<file path="config.mk">
export PLATFORM = sky130hd
export DESIGN_NAME = lcd_bus_receiver
export DESIGN_NICKNAME = d
export VERILOG_FILES = /design/src/rtl/lcd_bus_pkg.sv /design/src/rtl/lcd_bus_sync.sv /design/src/rtl/lcd_bus_receiver.sv
export SDC_FILE = /design/constraint.sdc
export NUM_CORES = 1
export LEC_CHECK = 0
export CAP_MARGIN = 10
export CORE_AREA = 2 2 121 123
export CTS_CLUSTER_SIZE = 28
export DETAILED_ROUTE_END_ITERATION = 7
export DIE_AREA = 0 0 123 125
export PLACE_DENSITY = 0.82
export SLEW_MARGIN = 10
export SYNTH_ARGS = -nofsm -noshare
export SYNTH_HDL_FRONTEND = slang
export SYNTH_SLANG_ARGS = --single-unit
</file>
<file path="constraint.sdc">
create_clock -name clk -period 8.45 [get_ports clk]
set_input_delay 1.2675 -clock clk [delete_from_list [all_inputs] [get_ports clk]]
set_output_delay 1.2675 -clock clk [all_outputs]
set_load 0.01 [all_outputs]
</file>
<file path="src/rtl/lcd_bus_pkg.sv">
// Shared opcodes, decoder states and helper types for the LCD bus receiver.
package lcd_bus_pkg;

    // ILI9341 opcodes that the receiver acts on
    localparam logic [7:0] CMD_SWRESET = 8'h01;
    localparam logic [7:0] CMD_CASET   = 8'h2A;
    localparam logic [7:0] CMD_PASET   = 8'h2B;
    localparam logic [7:0] CMD_RAMWR   = 8'h2C;
    localparam logic [7:0] CMD_RAMWRC  = 8'h3C;

    // Command decoder state
    typedef enum logic [2:0] {
        IDLE,
        CASET,
        PASET,
        RAMWR,
        SKIP
    } state_e;

    // Position within the four-byte CASET/PASET parameter sequence
    typedef logic [1:0] param_idx_t;

endpackage

</file>
<file path="src/rtl/lcd_bus_sync.sv">
// Synchronizes the asynchronous 8080 bus pins into the clk domain.
// It detects the rising edge of lcd_wr and emits a one-cycle write event
// carrying the data/dc that were sampled in the same synchronizer stage.
module lcd_bus_sync #(
    parameter int SYNC_STAGES = 2
) (
    input  logic        clk,
    input  logic        reset,
    input  logic [15:0] lcd_data_i,
    input  logic        lcd_dc_i,
    input  logic        lcd_wr_i,
    input  logic        lcd_rd_i,
    input  logic        lcd_reset_n_i,
    output logic        ev_valid_o,
    output logic [15:0] ev_data_o,
    output logic        ev_dc_o,
    output logic        bus_err_o,
    output logic        panel_rst_o
);

    // Bit layout of one synchronizer stage: {reset_n, rd, wr, dc, data}
    localparam int          BUS_W    = 20;
    // Strobes and panel reset idle high, so they reset high to avoid a false edge
    localparam logic [19:0] SYNC_RST = 20'hE0000;

    logic [BUS_W-1:0] sync_q [SYNC_STAGES];
    logic [BUS_W-1:0] stage;
    logic             wr_s;
    logic             rd_s;
    logic             wr_prev_q;
    logic             coll_q;
    logic             ev_valid_q;
    logic [15:0]      ev_data_q;
    logic             ev_dc_q;
    logic             bus_err_q;
    logic             wr_rise;
    logic             overlap;

    assign stage   = sync_q[SYNC_STAGES-1];
    assign wr_s    = stage[17];
    assign rd_s    = stage[18];
    assign wr_rise = wr_s && !wr_prev_q;
    assign overlap = !wr_s && !rd_s;

    // Shift every bus pin through the synchronizer chain
    always_ff @(posedge clk or posedge reset) begin
        if (reset) begin
            for (int i = 0; i < SYNC_STAGES; i++) begin
                sync_q[i] <= SYNC_RST;
            end
        end else begin
            // NOTE: non-blocking assignments make every stage sample the previous
            // stage's old value, which is what turns this loop into a shift chain.
            sync_q[0] <= {lcd_reset_n_i, lcd_rd_i, lcd_wr_i, lcd_dc_i, lcd_data_i};
            for (int i = 1; i < SYNC_STAGES; i++) begin
                sync_q[i] <= sync_q[i-1];
            end
        end
    end

    // Detect the write edge, drop strobes that overlapped a read, register the event
    always_ff @(posedge clk or posedge reset) begin
        if (reset) begin
            wr_prev_q  <= 1'b1;
            coll_q     <= 1'b0;
            ev_valid_q <= 1'b0;
            ev_data_q  <= '0;
            ev_dc_q    <= 1'b0;
            bus_err_q  <= 1'b0;
        end else begin
            wr_prev_q  <= wr_s;
            ev_valid_q <= wr_rise && !coll_q;
            ev_data_q  <= stage[15:0];
            ev_dc_q    <= stage[16];
            bus_err_q  <= overlap;
            if (wr_rise) begin
                coll_q <= 1'b0;
            end else if (overlap) begin
                coll_q <= 1'b1;
            end
        end
    end

    assign ev_valid_o  = ev_valid_q;
    assign ev_data_o   = ev_data_q;
    assign ev_dc_o     = ev_dc_q;
    assign bus_err_o   = bus_err_q;
    assign panel_rst_o = !stage[19];

endmodule

</file>
<file path="src/rtl/lcd_bus_receiver.sv">
// Responder end of an 8080-style LCD bus: decodes the ILI9341 command stream,
// tracks the column/page window and emits a coordinate-tagged pixel stream.
module lcd_bus_receiver
    import lcd_bus_pkg::*;
#(
    parameter int SYNC_STAGES = 2,
    parameter int WIDTH       = 240,
    parameter int HEIGHT      = 320,
    parameter int COORD_W     = 9
) (
    input  logic               clk,
    input  logic               reset,
    input  logic [15:0]        lcd_data,
    input  logic               lcd_dc,
    input  logic               lcd_wr,
    input  logic               lcd_rd,
    input  logic               lcd_reset_n,
    input  logic               err_clear,
    output logic               pix_valid,
    output logic [COORD_W-1:0] pix_x,
    output logic [COORD_W-1:0] pix_y,
    output logic [15:0]        pix_data,
    output logic               cmd_valid,
    output logic [7:0]         cmd_code,
    output logic               frame_done,
    output logic               protocol_err
);

    localparam logic [COORD_W-1:0] X_LAST    = COORD_W'(WIDTH - 1);
    localparam logic [COORD_W-1:0] Y_LAST    = COORD_W'(HEIGHT - 1);
    localparam logic [15:0]        WIDTH_16  = 16'(WIDTH);
    localparam logic [15:0]        HEIGHT_16 = 16'(HEIGHT);

    logic         ev_valid;
    logic [15:0]  ev_data;
    logic         ev_dc;
    logic         bus_err;
    logic         panel_rst;

    state_e             state_q;
    param_idx_t         idx_q;
    logic [7:0]         sh_start_hi_q;
    logic [7:0]         sh_start_lo_q;
    logic [7:0]         sh_end_hi_q;
    logic [COORD_W-1:0] sc_q, ec_q, sp_q, ep_q;
    logic [COORD_W-1:0] cur_x_q, cur_y_q;
    logic [COORD_W-1:0] cur_x_d, cur_y_d;
    logic               pix_valid_q;
    logic [COORD_W-1:0] pix_x_q, pix_y_q;
    logic [15:0]        pix_data_q;
    logic               cmd_valid_q;
    logic [7:0]         cmd_code_q;
    logic               frame_done_q;
    logic               protocol_err_q;

    logic [15:0] start_val;
    logic [15:0] end_val;
    logic [15:0] limit;
    logic        commit_ok;
    logic        window_write;
    logic        reject;
    logic        at_ec;
    logic        last_pixel;

    lcd_bus_sync #(
        .SYNC_STAGES(SYNC_STAGES)
    ) u_sync (
        .clk          (clk),
        .reset        (reset),
        .lcd_data_i   (lcd_data),
        .lcd_dc_i     (lcd_dc),
        .lcd_wr_i     (lcd_wr),
        .lcd_rd_i     (lcd_rd),
        .lcd_reset_n_i(lcd_reset_n),
        .ev_valid_o   (ev_valid),
        .ev_data_o    (ev_data),
        .ev_dc_o      (ev_dc),
        .bus_err_o    (bus_err),
        .panel_rst_o  (panel_rst)
    );

    // Window commit check and cursor advance for the current event
    always_comb begin
        // NOTE: every signal here is assigned on every path through the block,
        // so no latch can be inferred.
        start_val    = {sh_start_hi_q, sh_start_lo_q};
        end_val      = {sh_end_hi_q, ev_data[7:0]};
        limit        = (state_q == CASET) ? WIDTH_16 : HEIGHT_16;
        commit_ok    = (start_val <= end_val) && (end_val < limit);
        window_write = ev_valid && !panel_rst && ev_dc && (idx_q == 2'd3)
                       && ((state_q == CASET) || (state_q == PASET));
        reject       = window_write && !commit_ok;
        at_ec        = (cur_x_q == ec_q);
        last_pixel   = at_ec && (cur_y_q == ep_q);
        cur_x_d      = at_ec ? sc_q : cur_x_q + COORD_W'(1);
        cur_y_d      = !at_ec   ? cur_y_q :
                       last_pixel ? sp_q : cur_y_q + COORD_W'(1);
    end

    // Command decoder, window registers, cursor and registered outputs
    always_ff @(posedge clk or posedge reset) begin
        if (reset) begin
            state_q        <= IDLE;
            idx_q          <= '0;
            sh_start_hi_q  <= '0;
            sh_start_lo_q  <= '0;
            sh_end_hi_q    <= '0;
            sc_q           <= '0;
            ec_q           <= X_LAST;
            sp_q           <= '0;
            ep_q           <= Y_LAST;
            cur_x_q        <= '0;
            cur_y_q        <= '0;
            pix_valid_q    <= 1'b0;
            pix_x_q        <= '0;
            pix_y_q        <= '0;
            pix_data_q     <= '0;
            cmd_valid_q    <= 1'b0;
            cmd_code_q     <= '0;
            frame_done_q   <= 1'b0;
            protocol_err_q <= 1'b0;
        end else begin
            pix_valid_q  <= 1'b0;
            cmd_valid_q  <= 1'b0;
            frame_done_q <= 1'b0;

            // A new error in the same cycle as err_clear keeps the flag set
            if (bus_err || reject) begin
                protocol_err_q <= 1'b1;
            end else if (err_clear) begin
                protocol_err_q <= 1'b0;
            end

            if (panel_rst) begin
                state_q <= IDLE;
                idx_q   <= '0;
                sc_q    <= '0;
                ec_q    <= X_LAST;
                sp_q    <= '0;
                ep_q    <= Y_LAST;
                cur_x_q <= '0;
                cur_y_q <= '0;
            end else if (ev_valid && !ev_dc) begin
                cmd_valid_q <= 1'b1;
                cmd_code_q  <= ev_data[7:0];
                idx_q       <= '0;
                case (ev_data[7:0])
                    CMD_CASET:  state_q <= CASET;
                    CMD_PASET:  state_q <= PASET;
                    CMD_RAMWR: begin
                        state_q <= RAMWR;
                        cur_x_q <= sc_q;
                        cur_y_q <= sp_q;
                    end
                    CMD_RAMWRC: state_q <= RAMWR;
                    CMD_SWRESET: begin
                        state_q <= IDLE;
                        sc_q    <= '0;
                        ec_q    <= X_LAST;
                        sp_q    <= '0;
                        ep_q    <= Y_LAST;
                    end
                    default:    state_q <= SKIP;
                endcase
            end else if (ev_valid) begin
                case (state_q)
                    CASET, PASET: begin
                        idx_q <= idx_q + 2'd1;
                        case (idx_q)
                            2'd0: sh_start_hi_q <= ev_data[7:0];
                            2'd1: sh_start_lo_q <= ev_data[7:0];
                            2'd2: sh_end_hi_q   <= ev_data[7:0];
                            default: begin
                                state_q <= IDLE;
                                if (commit_ok && (state_q == CASET)) begin
                                    sc_q <= start_val[COORD_W-1:0];
                                    ec_q <= end_val[COORD_W-1:0];
                                end else if (commit_ok) begin
                                    sp_q <= start_val[COORD_W-1:0];
                                    ep_q <= end_val[COORD_W-1:0];
                                end
                            end
                        endcase
                    end
                    RAMWR: begin
                        pix_valid_q  <= 1'b1;
                        pix_x_q      <= cur_x_q;
                        pix_y_q      <= cur_y_q;
                        pix_data_q   <= ev_data;
                        frame_done_q <= last_pixel;
                        cur_x_q      <= cur_x_d;
                        cur_y_q      <= cur_y_d;
                    end
                    default: ;
                endcase
            end
        end
    end

    assign pix_valid    = pix_valid_q;
    assign pix_x        = pix_x_q;
    assign pix_y        = pix_y_q;
    assign pix_data     = pix_data_q;
    assign cmd_valid    = cmd_valid_q;
    assign cmd_code     = cmd_code_q;
    assign frame_done   = frame_done_q;
    assign protocol_err = protocol_err_q;

endmodule

</file>
==> out/qor.csv <==
metric;value;unit
reg2reg_slack;5.33;ns
drv_cap;0;
rsz0062_at_grt;false;
critPathCaptureType;register;
crit_buf_inv;0;
synth-seq-cells;190;
dieArea;15400;µm²
tightest_slew;1.23;ns
finalSetupTns;0;ns
outcome;completed;
die_w;123;µm
final_cell_mix;169 x dfrtp_1, 68 x clkdlybuf4s50_1, 60 x mux2i_1;
post-dp-hpwl;11200;µm
cts_buffers;17;
yosysWarnings;0;
syn_avg_cell_area;12.4;µm²
antenna_found_initial;0;
synth_compound_area_frac;0.0661;
ys_types;47;
fin_nets;759;
vias_per_cell;5.71;
grt_pass1_wl;27400;µm
rows;44;
reg2reg_to;sp_q[7];
min_period;3.12;ns
grt_max_degree;118;
synth_top_family_by_area;multiplexers;
synth.cell_area;7910;µm²
critPathRequiredTime;8.80;ns
vias;5183;
areaGrowthSynthToFinish;18.3;%
min_period_over_period;0.369;
ys_seq_area_frac;0.604;
setup_violations;0;
synth-xor-area-share;0.0210;
wl;16600;µm
synthMuxAreaShare;0.146;
die_h;125;µm
critical_path.max_fanout;22;
clkTransAtPathRegs;0.07;ns
cts_max_path_buffers;2;
powerDensity;203;nW/µm²
crit_type;register to register;
ctsHoldBuffers;0;
cts_max_level;4;
hold_class;register to register;
cts-resized-gates;0;
ir_drop;0.159;mV
post_cts_buffers;0;
fin_util;0.659;
n_antenna_cell;0;
slew_violations;0;
hold_viol;0;
cpMostUsedCell;nand2_1;
place_congestion;0.888;
grt_pass1_vias;5466;
synth_enable_flop_cells;0;
hold-path-endpoint;u_sync.stage[2];
drive_gt1_frac;0.153;
clkSinkCount;190;
power_leakage;4.39;nW
ant_nets;0;
syn_nets;688;
synth-simple-area-share;0.0914;
final.setup_skew;0.0105;ns
max_stage_delay;0.76;ns
reg2reg_from;u_sync.ev_valid_o;
wl_per_cell;18.2;µm
grt.total_usage;0.230;
drt_iter0_drc;553;
drtPass1Iterations;5;
slowest_stage;nand2b_1;
crit_cells;6;
grt-ovfl-total;0;
start_util;0.557;
syn_inst;640;
layout_commonest_cell;dfrtp_1;
synthArstFlopShare;1.00;
max_clock_freq;0.321;GHz
hold_path_depth;0;
synthFlopType;dfrtp_1;
drc_errors;0;
hold_path_startpoint;u_sync.sync_q[22];
worstPathArrival;3.46;ns
synth_fa_ha_area_frac;0.0408;
ios;69;
cts_tree;yes;
io_buffer_count;68;
root_buffer;clkbuf_16;
worstPathCellList;nor2b_1 -> nand2_1 -> a41oi_1 -> nand2b_1 -> nand2_1 -> mux2i_1;
start_kind;register;
coreArea;14200;µm²
r2r_cells;6;
max_slew_margin;0.178;
insertion_delay;0.44;ns
crit_family;simple AND/OR/NAND/NOR gates;
==> area by class of cell <==
class | instances | area (µm²)
repair buffers | 72 | 711
fillers | 1030 | 4840
inverters | 36 | 140
flip-flops and latches | 190 | 4780
multi-input cells | 394 | 2900
clock inverters | 14 | 171
clock buffers | 18 | 429
well taps | 184 | 230
==> power breakdown <==
part,internal [mW],switching [mW]
clock,0.449,0.362
combinational,0.0490,0.0662
sequential,0.944,0.0269
==> cell families (layout without fill, tap and decap cells) <==
| family | count (synthesis) | after routing |
|---|---|---|
| flip-flops | 190 | 190 |
| AO/OA/AOI/OAI | 80 | 80 |
| adder cells (fa/ha/maj) | 26 | 26 |
| AND/OR/NAND/NOR | 160 | 160 |
| XOR/XNOR | 19 | 19 |
| multiplexers | 109 | 109 |
| buffers and inverters | 56 | 140 |
==> cell usage after synthesis, types with 6 or more instances <==
cell | instances | area [µm²]
dfrtp_1 | 169 | 4230
inv_1 | 36 | 135
xnor2_1 | 8 | 70.1
nand4_1 | 8 | 50.1
o21ai_0 | 27 | 135
o22ai_1 | 8 | 50.1
ha_1 | 25 | 313
o2bb2ai_1 | 6 | 52.6
xor2_1 | 11 | 96.3
mux2_2 | 49 | 552
nand3_1 | 10 | 50.1
nand2_1 | 59 | 221
dfstp_2 | 21 | 552
clkbuf_1 | 12 | 45.0
nor3_1 | 9 | 45.0
nor4_1 | 7 | 43.8
nor2_1 | 47 | 176
mux2i_1 | 60 | 601
nor2b_1 | 6 | 37.5
a21oi_1 | 15 | 75.1
==> layer usage <==
| metal | vias up | wire (µm) | GRT usage |
|---|---|---|---|
| met4 | 0 | 535 | 0.102 |
| li1 | 2363 | - | - |
| met3 | 49 | 861 | 0.0520 |
| met2 | 188 | 8160 | 0.367 |
| met5 | - | 0 | 0 |
| met1 | 2583 | 7010 | 0.303 |
==> worst register-to-register path: cells and delay by family, from the launching register on <==
| family | cells | cell delay, ns |
|---|---|---|
| AO/OA/AOI/OAI | 1 | 0.63 |
| flip-flops | 1 | 0.48 |
| multiplexers | 1 | 0.18 |
| AND/OR/NAND/NOR | 4 | 1.74 |
==> registers in the layout, summed over array words and instances (netlist names), 2 cells and up <==
signal	count
pix_y	9
sc_q	9
state_q	3
u_sync.stage	20
ep_q	9
ec_q	9
sh_start_hi_q	8
sp_q	9
idx_q	2
sh_start_lo_q	8
u_sync.ev_data_o	16
sh_end_hi_q	8
cur_y_q	9
pix_data	16
cur_x_q	9
cmd_code	8
pix_x	9
u_sync.sync_q	20
==> how the worst max path moves through the flow <==
stage                            startpoint  slack, ns          end
after detailed placement              reset       4.96     pix_y[5]
final                     u_sync.ev_valid_o       5.33      sp_q[7]
after floorplan                       reset       2.05  cmd_code[0]
after global placement                reset       5.04     pix_y[5]
after global routing      u_sync.ev_valid_o       5.11      sp_q[5]
after CTS                        state_q[2]       5.37      sc_q[7]
==> through the flow <==
stage / hold WS (ns) / total power [mW] / setup slack, ns / cells / area (µm²)
2_1_floorplan: 0.331 / 1.04 / 2.05 / 640 / 7910
3_3_place_gp: 0.331 / 1.09 / 5.04 / 876 / 8760
3_5_place_dp: 0.335 / 1.10 / 4.96 / 876 / 8760
4_1_cts: 0.351 / 1.91 / 5.37 / 908 / 9360
5_1_grt: 0.359 / 1.97 / 5.11 / 908 / 9360
6_report: 0.350 / 1.90 / 5.33 / 908 / 9360
No activity file was read; power rests on OpenSTA's default activity.
